File: src/rtl/uart_rx_deserializer_pkg.sv
// Shared types and constants for the UART receive deserializer.
// FSM state encoding, parity-type codes, legal oversampling ratios and the sampler's majority vote.
package uart_rx_pkg;

    typedef enum logic [2:0] {
        IDLE,
        START,
        DATA,
        PARITY,
        STOP
    } rx_state_t;

    localparam logic PAR_EVEN = 1'b0;
    localparam logic PAR_ODD  = 1'b1;

    localparam int unsigned PRESCALE_8  = 8;
    localparam int unsigned PRESCALE_16 = 16;
    localparam int unsigned PRESCALE_32 = 32;

    function automatic logic majority3(input logic a, input logic b, input logic c);
        return (a & b) | (a & c) | (b & c);
    endfunction

endpackage

File: src/rtl/uart_rx_deserializer_if.sv
// Serial-line input, frame configuration and parallel-word output of the UART receiver.
// The master drives the line and configuration; the slave (the receiver) returns the word and strobes.
interface uart_rx_deserializer_if #(
    parameter int unsigned WIDTH_DATA = 8,
    parameter int unsigned PRESCALE_W = 6
) ();

    logic                  RX_IN;
    logic [PRESCALE_W-1:0] PRESCALE;
    logic                  PAR_EN;
    logic                  PAR_TYP;
    logic [WIDTH_DATA-1:0] P_DATA;
    logic                  DATA_VALID;
    logic                  PAR_ERR;
    logic                  STP_ERR;

    modport master (
        output RX_IN,
        output PRESCALE,
        output PAR_EN,
        output PAR_TYP,
        input  P_DATA,
        input  DATA_VALID,
        input  PAR_ERR,
        input  STP_ERR
    );

    modport slave (
        input  RX_IN,
        input  PRESCALE,
        input  PAR_EN,
        input  PAR_TYP,
        output P_DATA,
        output DATA_VALID,
        output PAR_ERR,
        output STP_ERR
    );

endinterface

File: src/rtl/uart_rx_edge_bit_counter.sv
// Oversampling edge counter and data-bit counter for the UART receiver.
// Produces the bit-end flag, the three mid-bit sample points and the last-data-bit flag.
module uart_rx_edge_bit_counter #(
    parameter int unsigned WIDTH_DATA = 8,
    parameter int unsigned PRESCALE_W = 6
) (
    input  logic                  CLK,
    input  logic                  RST,
    input  logic [PRESCALE_W-1:0] prescale,
    input  logic                  frame_start,
    input  logic                  count_en,
    input  logic                  bit_inc,
    output logic                  bit_end,
    output logic                  samp_early,
    output logic                  samp_mid,
    output logic                  samp_late,
    output logic                  bit_last
);

    localparam int unsigned BIT_W = (WIDTH_DATA > 1) ? $clog2(WIDTH_DATA) : 1;
    localparam logic [PRESCALE_W-1:0] ONE = PRESCALE_W'(1);
    localparam logic [BIT_W-1:0] LAST_BIT = BIT_W'(WIDTH_DATA - 1);

    logic [PRESCALE_W-1:0] edge_cnt;
    logic [PRESCALE_W-1:0] half;
    logic [BIT_W-1:0]      bit_cnt;

    assign half       = prescale >> 1;
    assign bit_end    = (edge_cnt == (prescale - ONE));
    assign samp_early = (edge_cnt == (half - ONE));
    assign samp_mid   = (edge_cnt == half);
    assign samp_late  = (edge_cnt == (half + ONE));
    assign bit_last   = (bit_cnt == LAST_BIT);

    // The cycle that detects a start edge is already edge 0 of that bit, so a new frame loads 1.
    always_ff @(posedge CLK) begin
        if (RST) begin
            edge_cnt <= '0;
            bit_cnt  <= '0;
        end else begin
            if (frame_start) begin
                edge_cnt <= ONE;
            end else if (count_en) begin
                edge_cnt <= bit_end ? '0 : edge_cnt + ONE;
            end else begin
                edge_cnt <= '0;
            end

            if (frame_start) begin
                bit_cnt <= '0;
            end else if (bit_inc && bit_end) begin
                bit_cnt <= bit_last ? '0 : bit_cnt + 1'b1;
            end
        end
    end

endmodule

File: src/rtl/uart_rx_deserializer.sv
// UART receive deserializer: recovers start/data/parity/stop frames from an oversampled line
// and presents the word on P_DATA with a one-cycle DATA_VALID, or a PAR_ERR/STP_ERR strobe.
module uart_rx_deserializer
    import uart_rx_pkg::*;
#(
    parameter int unsigned WIDTH_DATA = 8,
    parameter int unsigned PRESCALE_W = 6
) (
    input logic CLK,
    input logic RST,
    uart_rx_deserializer_if.slave bus
);

    rx_state_t state_q;
    rx_state_t state_d;

    logic [PRESCALE_W-1:0] prescale_q;
    logic                  par_en_q;
    logic                  par_typ_q;
    logic                  s_early_q;
    logic                  s_mid_q;
    logic                  s_late_q;
    logic [WIDTH_DATA-1:0] shift_q;
    logic                  par_bad_q;
    logic [WIDTH_DATA-1:0] p_data_q;
    logic                  valid_q;
    logic                  par_err_q;
    logic                  stp_err_q;

    logic frame_start;
    logic count_en;
    logic bit_inc;
    logic shift_en;
    logic load_data;
    logic set_par_bad;
    logic valid_d;
    logic par_err_d;
    logic stp_err_d;

    logic bit_end;
    logic samp_early;
    logic samp_mid;
    logic samp_late;
    logic bit_last;
    logic bit_val;
    logic par_expected;

    uart_rx_edge_bit_counter #(
        .WIDTH_DATA (WIDTH_DATA),
        .PRESCALE_W (PRESCALE_W)
    ) u_counter (
        .CLK         (CLK),
        .RST         (RST),
        .prescale    (prescale_q),
        .frame_start (frame_start),
        .count_en    (count_en),
        .bit_inc     (bit_inc),
        .bit_end     (bit_end),
        .samp_early  (samp_early),
        .samp_mid    (samp_mid),
        .samp_late   (samp_late),
        .bit_last    (bit_last)
    );

    assign bit_val      = majority3(s_early_q, s_mid_q, s_late_q);
    assign par_expected = (^shift_q) ^ (par_typ_q == PAR_ODD);

    always_ff @(posedge CLK) begin
        if (RST) begin
            state_q <= IDLE;
        end else begin
            state_q <= state_d;
        end
    end

    always_comb begin
        state_d     = state_q;
        frame_start = 1'b0;
        count_en    = 1'b0;
        bit_inc     = 1'b0;
        shift_en    = 1'b0;
        load_data   = 1'b0;
        set_par_bad = 1'b0;
        valid_d     = 1'b0;
        par_err_d   = 1'b0;
        stp_err_d   = 1'b0;

        case (state_q)
            IDLE: begin
                if (!bus.RX_IN) begin
                    state_d     = START;
                    frame_start = 1'b1;
                end
            end
            START: begin
                count_en = 1'b1;
                if (bit_end) begin
                    state_d = bit_val ? IDLE : DATA;
                end
            end
            DATA: begin
                count_en = 1'b1;
                bit_inc  = 1'b1;
                if (bit_end) begin
                    shift_en = 1'b1;
                    if (bit_last) begin
                        state_d = par_en_q ? PARITY : STOP;
                    end
                end
            end
            PARITY: begin
                count_en = 1'b1;
                if (bit_end) begin
                    if (bit_val != par_expected) begin
                        par_err_d   = 1'b1;
                        set_par_bad = 1'b1;
                    end
                    state_d = STOP;
                end
            end
            STOP: begin
                count_en = 1'b1;
                if (bit_end) begin
                    if (!bit_val) begin
                        stp_err_d = 1'b1;
                    end else if (!par_bad_q) begin
                        load_data = 1'b1;
                        valid_d   = 1'b1;
                    end
                    // A low line at stop end is taken as the next start bit's edge 0.
                    if (!bus.RX_IN) begin
                        state_d     = START;
                        frame_start = 1'b1;
                    end else begin
                        state_d = IDLE;
                    end
                end
            end
            default: state_d = IDLE;
        endcase
    end

    always_ff @(posedge CLK) begin
        if (RST) begin
            prescale_q <= '0;
            par_en_q   <= 1'b0;
            par_typ_q  <= 1'b0;
            s_early_q  <= 1'b1;
            s_mid_q    <= 1'b1;
            s_late_q   <= 1'b1;
            shift_q    <= '0;
            par_bad_q  <= 1'b0;
            p_data_q   <= '0;
            valid_q    <= 1'b0;
            par_err_q  <= 1'b0;
            stp_err_q  <= 1'b0;
        end else begin
            if (frame_start) begin
                prescale_q <= bus.PRESCALE;
                par_en_q   <= bus.PAR_EN;
                par_typ_q  <= bus.PAR_TYP;
                par_bad_q  <= 1'b0;
            end else if (set_par_bad) begin
                par_bad_q <= 1'b1;
            end

            if (samp_early) s_early_q <= bus.RX_IN;
            if (samp_mid)   s_mid_q   <= bus.RX_IN;
            if (samp_late)  s_late_q  <= bus.RX_IN;

            if (shift_en) begin
                shift_q <= {bit_val, shift_q[WIDTH_DATA-1:1]};
            end
            if (load_data) begin
                p_data_q <= shift_q;
            end

            valid_q   <= valid_d;
            par_err_q <= par_err_d;
            stp_err_q <= stp_err_d;
        end
    end

    assign bus.P_DATA     = p_data_q;
    assign bus.DATA_VALID = valid_q;
    assign bus.PAR_ERR    = par_err_q;
    assign bus.STP_ERR    = stp_err_q;

endmodule

File: src/flat_wrapper.sv
// flat-port wrapper written by rule: the top's interface ports become plain ports
module uart_rx_deserializer_flat import uart_rx_pkg::*;
#(
    parameter int unsigned WIDTH_DATA = 8,
    parameter int unsigned PRESCALE_W = 6
)
  (CLK, RST, bus_RX_IN, bus_PRESCALE, bus_PAR_EN, bus_PAR_TYP, bus_P_DATA, bus_DATA_VALID, bus_PAR_ERR, bus_STP_ERR);
  uart_rx_deserializer_if #(.WIDTH_DATA(WIDTH_DATA), .PRESCALE_W(PRESCALE_W)) bus_i ();
  input logic CLK;
  input logic RST;
  input wire logic [$bits(bus_i.RX_IN)-1:0] bus_RX_IN;
  input wire logic [$bits(bus_i.PRESCALE)-1:0] bus_PRESCALE;
  input wire logic [$bits(bus_i.PAR_EN)-1:0] bus_PAR_EN;
  input wire logic [$bits(bus_i.PAR_TYP)-1:0] bus_PAR_TYP;
  output wire logic [$bits(bus_i.P_DATA)-1:0] bus_P_DATA;
  output wire logic [$bits(bus_i.DATA_VALID)-1:0] bus_DATA_VALID;
  output wire logic [$bits(bus_i.PAR_ERR)-1:0] bus_PAR_ERR;
  output wire logic [$bits(bus_i.STP_ERR)-1:0] bus_STP_ERR;
  assign bus_i.RX_IN = bus_RX_IN;
  assign bus_i.PRESCALE = bus_PRESCALE;
  assign bus_i.PAR_EN = bus_PAR_EN;
  assign bus_i.PAR_TYP = bus_PAR_TYP;
  assign bus_P_DATA = bus_i.P_DATA;
  assign bus_DATA_VALID = bus_i.DATA_VALID;
  assign bus_PAR_ERR = bus_i.PAR_ERR;
  assign bus_STP_ERR = bus_i.STP_ERR;
  uart_rx_deserializer #(.WIDTH_DATA(WIDTH_DATA), .PRESCALE_W(PRESCALE_W)) u_core (.CLK(CLK), .RST(RST), .bus(bus_i));
endmodule
File: config.mk
export PLATFORM = sky130hd
export DESIGN_NAME = uart_rx_deserializer_flat
export DESIGN_NICKNAME = d
export VERILOG_FILES = /design/src/rtl/uart_rx_deserializer_pkg.sv /design/src/rtl/uart_rx_deserializer_if.sv /design/src/rtl/uart_rx_edge_bit_counter.sv /design/src/rtl/uart_rx_deserializer.sv /design/src/flat_wrapper.sv
export SDC_FILE = /design/constraint.sdc
export NUM_CORES = 1
export LEC_CHECK = 0
export CORE_MARGIN = 2
export CORE_UTILIZATION = 51
export DETAILED_ROUTE_END_ITERATION = 8
export PLACE_DENSITY = 0.75
export REMOVE_ABC_BUFFERS = 1
export SLEW_MARGIN = 25
export SYNTH_ARGS = -nofsm -noshare
export SYNTH_HDL_FRONTEND = slang
export SYNTH_SLANG_ARGS = --single-unit
File: constraint.sdc
create_clock -name CLK -period 2.59 [get_ports CLK]
set_clock_uncertainty 0.05 [all_clocks]
set_input_delay 0.3885 -clock CLK [delete_from_list [all_inputs] [get_ports CLK]]
set_output_delay 0.3885 -clock CLK [all_outputs]
set_load 0.05 [all_outputs]
Word level (Yosys, flattened, before mapping)
Index checks and enable logic that the tools add are counted.
{ "totals": {"register_bits": 43, "elab_cells": 83} }
{ "op_classes": {"n_addsub": 5, "reduce_logical": 8, "n_mux": 29, "bitwise": 9, "eq_ne": 16} }
{ "op_table": {"columns": ["operator", "count"], "rows": [
  ["3-bit two-way mux", 8],
  ["6-bit == test", 3],
  ["1-bit two-way mux", 18],
  ["3-bit one-hot mux with 5 select lines", 1],
  ["2-bit != test (second input constant)", 6],
  ["4-bit OR reduction", 2],
  ["8-bit XOR reduction", 1],
  ["5-bit by 1-bit adder with 6-bit output (second input constant)", 1],
  ["6-bit by 1-bit adder with 6-bit output (second input constant)", 1],
  ["3-bit by 2-bit == test with 1-bit output (second input constant)", 2],
  ["3-bit == test (second input constant)", 2],
  ["6-bit by 5-bit == test with 1-bit output", 1],
  ["6-bit AND reduction", 1],
  ["5-bit by 1-bit subtractor with 6-bit output (second input constant)", 1],
  ["6-bit by 1-bit subtractor with 6-bit output (second input constant)", 1],
  ["3-bit by 1-bit adder with 3-bit output (second input constant)", 1],
  ["1-bit bitwise AND", 3],
  ["3-bit by 1-bit == test with 1-bit output (second input constant)", 1],
  ["3-bit zero test", 1],
  ["1-bit inverter", 3],
  ["3-bit OR reduction", 1],
  ["2-bit two-way mux", 1],
  ["1-bit bitwise OR", 2],
  ["1-bit one-hot mux with 2 select lines", 1],
  ["4 further kinds", 4]
]} }

Logic depth before layout (Yosys ltp)
{ "depth": {"word_depth": 7, "mapped_depth": 10} }

Hierarchy
From an unflattened synthesis, not the netlist that was laid out.
{ "hier_totals": {"hier_cells": 256, "hier_area_um2": 2388.5} }
{ "modules_own_cells": {"columns": ["module", "area_per_inst_um2", "n_inst", "cells_each"], "rows": [
  ["uart_rx_deserializer", 1431.4, 1, 141],
  ["uart_rx_edge_bit_counter", 957.2, 1, 115]
]} }

Worst setup path before layout
OpenSTA, ideal clock, no wires.
{ "synth_path": {"path_kind": "flip-flop to flip-flop", "startpoint": "register u_core.prescale_q[2]", "endpoint": "register u_core.par_typ_q", "setup_ps": 72, "t_arrival_ps": 2284, "path_stages_with_launch": 11, "slack_ps": 185, "cell_sequence": "dfxtp_1 > inv_1 > ha_1 > nor3b_1 > a21oi_1 > o221ai_2 > or2_1 > buf_6 > a211oi_4 > buf_6 > mux2i_1"} }
{ "synth_via": {"elab_chain_len": 4} }
{ "synth_lines": {"columns": ["item", "line_no", "text"], "rows": [
  ["from (decl)", "uart_rx_deserializer.sv:17", "logic [PRESCALE_W-1:0] prescale_q;"],
  ["from (signal assigned)", "uart_rx_deserializer.sv:159", "prescale_q <= bus.PRESCALE;"],
  ["6-bit by 1-bit subtractor with 6-bit output", "uart_rx_edge_bit_counter.sv:29", "assign bit_end = (edge_cnt == (prescale - ONE));"],
  ["6-bit == test", "uart_rx_edge_bit_counter.sv:29", null],
  ["1-bit two-way mux", "uart_rx_deserializer.sv:123", "if (bit_end) begin"],
  ["1-bit one-hot mux with 2 select lines", "uart_rx_deserializer.sv:88", "case (state_q)"],
  ["to (signal assigned)", "uart_rx_deserializer.sv:161", "par_typ_q <= bus.PAR_TYP;"],
  ["to (decl)", "uart_rx_deserializer.sv:19", "logic par_typ_q;"]
]} }
Every way passes these cells.
A chain may end at the register's enable or synchronous reset.

Worst setup path in the final report
{ "layout_path": {"startpoint": "register u_core.prescale_q[1]", "endpoint": "register u_core.prescale_q[0]"} }
{ "layout_via": {"elab_chain_len": 4} }
{ "layout_lines": {"columns": ["item", "line_no"], "rows": [
  ["6-bit by 1-bit subtractor with 6-bit output", "uart_rx_edge_bit_counter.sv:29"],
  ["6-bit == test", "uart_rx_edge_bit_counter.sv:29"],
  ["1-bit two-way mux", "uart_rx_deserializer.sv:123"],
  ["1-bit one-hot mux with 2 select lines", "uart_rx_deserializer.sv:88"]
]} }
Every way passes these cells.

==> flow_summary_export.csv <==
group,metric,value,unit
outcome,outcome,"completed",
drt,ant_nets,0,
pwr,pwr-share-comb,14.2,%
timing,finalWorstSetupSlack,205,ps
cts,clock_latency,300,ps
cts,cts_setup_buffers,0,
cells_and_area,finish.net_count,301,
cts,cts_sinks,43,
timing,setup_viol,0,
drt,wl_per_cell,14.0,µm
logic_synthesis,synthCells,260,
cells_and_area,utilization,62.5,%
cts,root_buffer,"clkbuf_8",
pwr,power_switching_share,25.7,%
floorplanning,dieArea,0.00526,mm²
timing,max_slew.worst_pin.slew,499,ps
global_routing,grt_pass1_vias,1787,
place,dp.cells,328,
worst_setup_path,crit_fanout,8,
logic_synthesis,synth_top_area_share,35.9,%
cts,cts.clk_slew.worst_paths,80,ps
cells_and_area,seq_area,861,µm²
cts,cts_tree,"built",
cells_and_area,drive_gt1_share,8.80,%
drt,drt-initial-drc-count,148,
worst_setup_path,r2r_slack,200,ps
logic_synthesis,synth_edf_count,0,
drt,wl,4720,µm
drt,drc,0,
pwr,power.leakage,0.988,nW
logic_synthesis,synthArstFlopShare,0,%
logic_synthesis,synth_area_per_cell,9.22,µm²
logic_synthesis,ys_types,47,
logic_synthesis,yosysSeqAreaShare,35.9,%
cells_and_area,diodes,0,
worst_setup_path,cp_data_required_time,2770,ps
cells_and_area,syn2layout_area_growth,16.0,%
pwr,internal_power,1.07,mW
drt,via_per_inst,5.52,
hold_path,min_to,"u_core.s_early_q",
hold_path,hold_class,"reg2reg",
floorplanning,die_h,72.5,µm
logic_synthesis,ys.flop_type,"dfxtp_1",
place,dp_hpwl,3350,µm
hold_path,worstHoldPathCells,2,
global_routing,grt_max_degree,42,
logic_synthesis,synthTopCellsByCount,"43 x dfxtp_1, 31 x mux2i_1, 28 x nor2_1",
drt,vias,1856,
worst_setup_path,r2r-end,"u_core.prescale_q[0]",
pwr,irDropWorstVdd,0.347,mV
pwr,seq_power_share,49.0,%
pwr,fin_total_pwr,1.44,mW
worst_setup_path,startpoint,"u_core.prescale_q[1]",
global_routing,grtUsageTotal,19.4,%
global_routing,overflow,0,
drt,drt_first_pass_iters,4,
worst_setup_path,cp-start-kind,"flop",
logic_synthesis,ys_top_cells_by_area,"dfxtp_1 36%, mux2i_1 13%, xnor2_1 6.9%, nand2b_1 6.0%, nor2_1 4.4%",
global_routing,grt_pass1_wl,8120,µm
global_routing,antenna_found_initial,0,
place,placed_cell_area,0.00267,mm²
timing,hold_viol_final,0,
cells_and_area,multi_input_area,0.00142,mm²
pwr,pwr-share-clk,36.8,%
timing,post-route-period-util,92.1,%
timing,min_period,2390,ps
place,dpl_worst_slack,240,ps
floorplanning,die_x,72.5,µm
cts,cts_resized,0,
worst_setup_path,critPathCaptureType,"flop",
cts,cts_max_path_buffers,2,
cts,numCtsBuffers,5,
place,io_buffers,21,
floorplanning,initial_core_util,53.9,%
worst_setup_path,crit_type,"reg2reg",
timing,max_freq,419,MHz
logic_synthesis,synth_top_area_cell,"dfxtp_1",
pwr,net-switching-power,0.368,mW
timing,finalSetupTns,0,ps
worst_setup_path,critPathArrivalTime,2570,ps
logic_synthesis,yosysWarnings,0,
timing,slew_viol_final,0,
floorplanning,std_cell_rows,24,
cells_and_area,final-instance-count-excl-fill,336,
cells_and_area,fin_area,0.00278,mm²
worst_setup_path,reg2regPathDepth,9,
cells_and_area,nFillCells,410,
worst_setup_path,timing.rr.start,"u_core.prescale_q[1]",
timing,relSlewSlack,66.7,%
logic_synthesis,synth.most_common_cell,"dfxtp_1",
cts,holdBufCountCts,0,
logic_synthesis,synth_area,0.00240,mm²
hold_path,hp-start,"u_core.s_early_q",
timing,holdWs,438,ps
floorplanning,io_pins,22,
logic_synthesis,synth-seq-cells,43,
job,drv_cap,0,
pwr,power_density,516,mW/mm²
place,place.gp.congestion,0.940,
cts,cts_htree_levels,2,
timing,rsz0062_at_grt,"false",
floorplanning,core,0.00444,mm²
==> layer usage <==
layer	vias to the layer above	GRT usage (%)	wire (µm)
li1	945	-	-
met1	866	27.0	2400
met2	37	29.8	2060
met3	8	3.33	165
met4	0	8.23	94
met5	-	0	0
==> power by group through the flow <==
stage          logic [mW]  registers (mW)  clock network [mW]
6_report            0.203           0.704               0.528
5_1_grt             0.223           0.707               0.565
4_1_cts             0.203           0.703               0.542
3_5_place_dp        0.201           0.719                   0
3_3_place_gp        0.198           0.718                   0
2_1_floorplan       0.137           0.713                   0
==> registers in the layout, summed over array words and instances, names as in the netlist <==
| signal | cells |
|---|---|
| u_core.prescale_q | 6 |
| u_core.par_en_q | 1 |
| u_core.shift_q | 8 |
| u_core.s_mid_q | 1 |
| u_core.bus.STP_ERR | 1 |
| u_core.u_counter.edge_cnt | 6 |
| u_core.bus.P_DATA | 8 |
| u_core.s_early_q | 1 |
| u_core.state_q | 3 |
| u_core.bus.PAR_ERR | 1 |
| u_core.par_bad_q | 1 |
| u_core.u_counter.bit_cnt | 3 |
| u_core.bus.DATA_VALID | 1 |
| u_core.s_late_q | 1 |
| u_core.par_typ_q | 1 |
==> how the worst max path moves through the flow <==
stage                                              to  slack [ps]  depth (start not counted)
final                            u_core.prescale_q[0]         200                          9
after global placement              u_core.state_q[2]         310                          9
after CTS                        u_core.prescale_q[0]         220                          9
after floorplan           u_core.u_counter.bit_cnt[0]        -220                          8
after global routing                u_core.state_q[2]          60                          9
after detailed placement         u_core.prescale_q[0]         240                          9
==> cell usage in the layout, fill, tap and decap left out, drive strengths merged, types with 3 or more instances in the layout <==
cell type       n
dfxtp          43
mux2i          31
nor2           28
nand2b         23
clkdlybuf4s50  21
xnor2          19
buf            11
xor2            8
inv             7
nand2           7
nor3b           7
nand3           7
nor3            7
ha              7
a21oi           6
o21ai           5
clkbuf          5
nor4            5
or2             3
a211oi          3
==> cells by family after synthesis <==
| kind of cell | synth area share [%] |
|---|---|
| buffers and inverters | 4.75 |
| multiplexers | 13.0 |
| AO/OA/AOI/OAI | 9.35 |
| XOR/XNOR | 9.87 |
| adder cells (fa/ha/maj) | 4.07 |
| flip-flops | 35.9 |
| AND/OR/NAND/NOR | 23.1 |
==> critical path, cell delays in order, from the launching register on <==
cell	delay, ps
dfxtp_1	320
inv_1	110
ha_1	260
nor3b_1	240
and3_1	200
o221ai_2	160
or2_1	310
a211oi_4	260
buf_4	220
mux2i_1	200
==> final cells by class <==
cell class	count	share of cell area, %
clock inverters	3	1.58
multi-input cells	194	51.1
flip-flops and latches	43	31.0
repair buffers	32	10.5
well taps	52	2.34
inverters	7	0.946
clock buffers	5	2.48
Note: power is estimated with default switching activity, not from simulation.
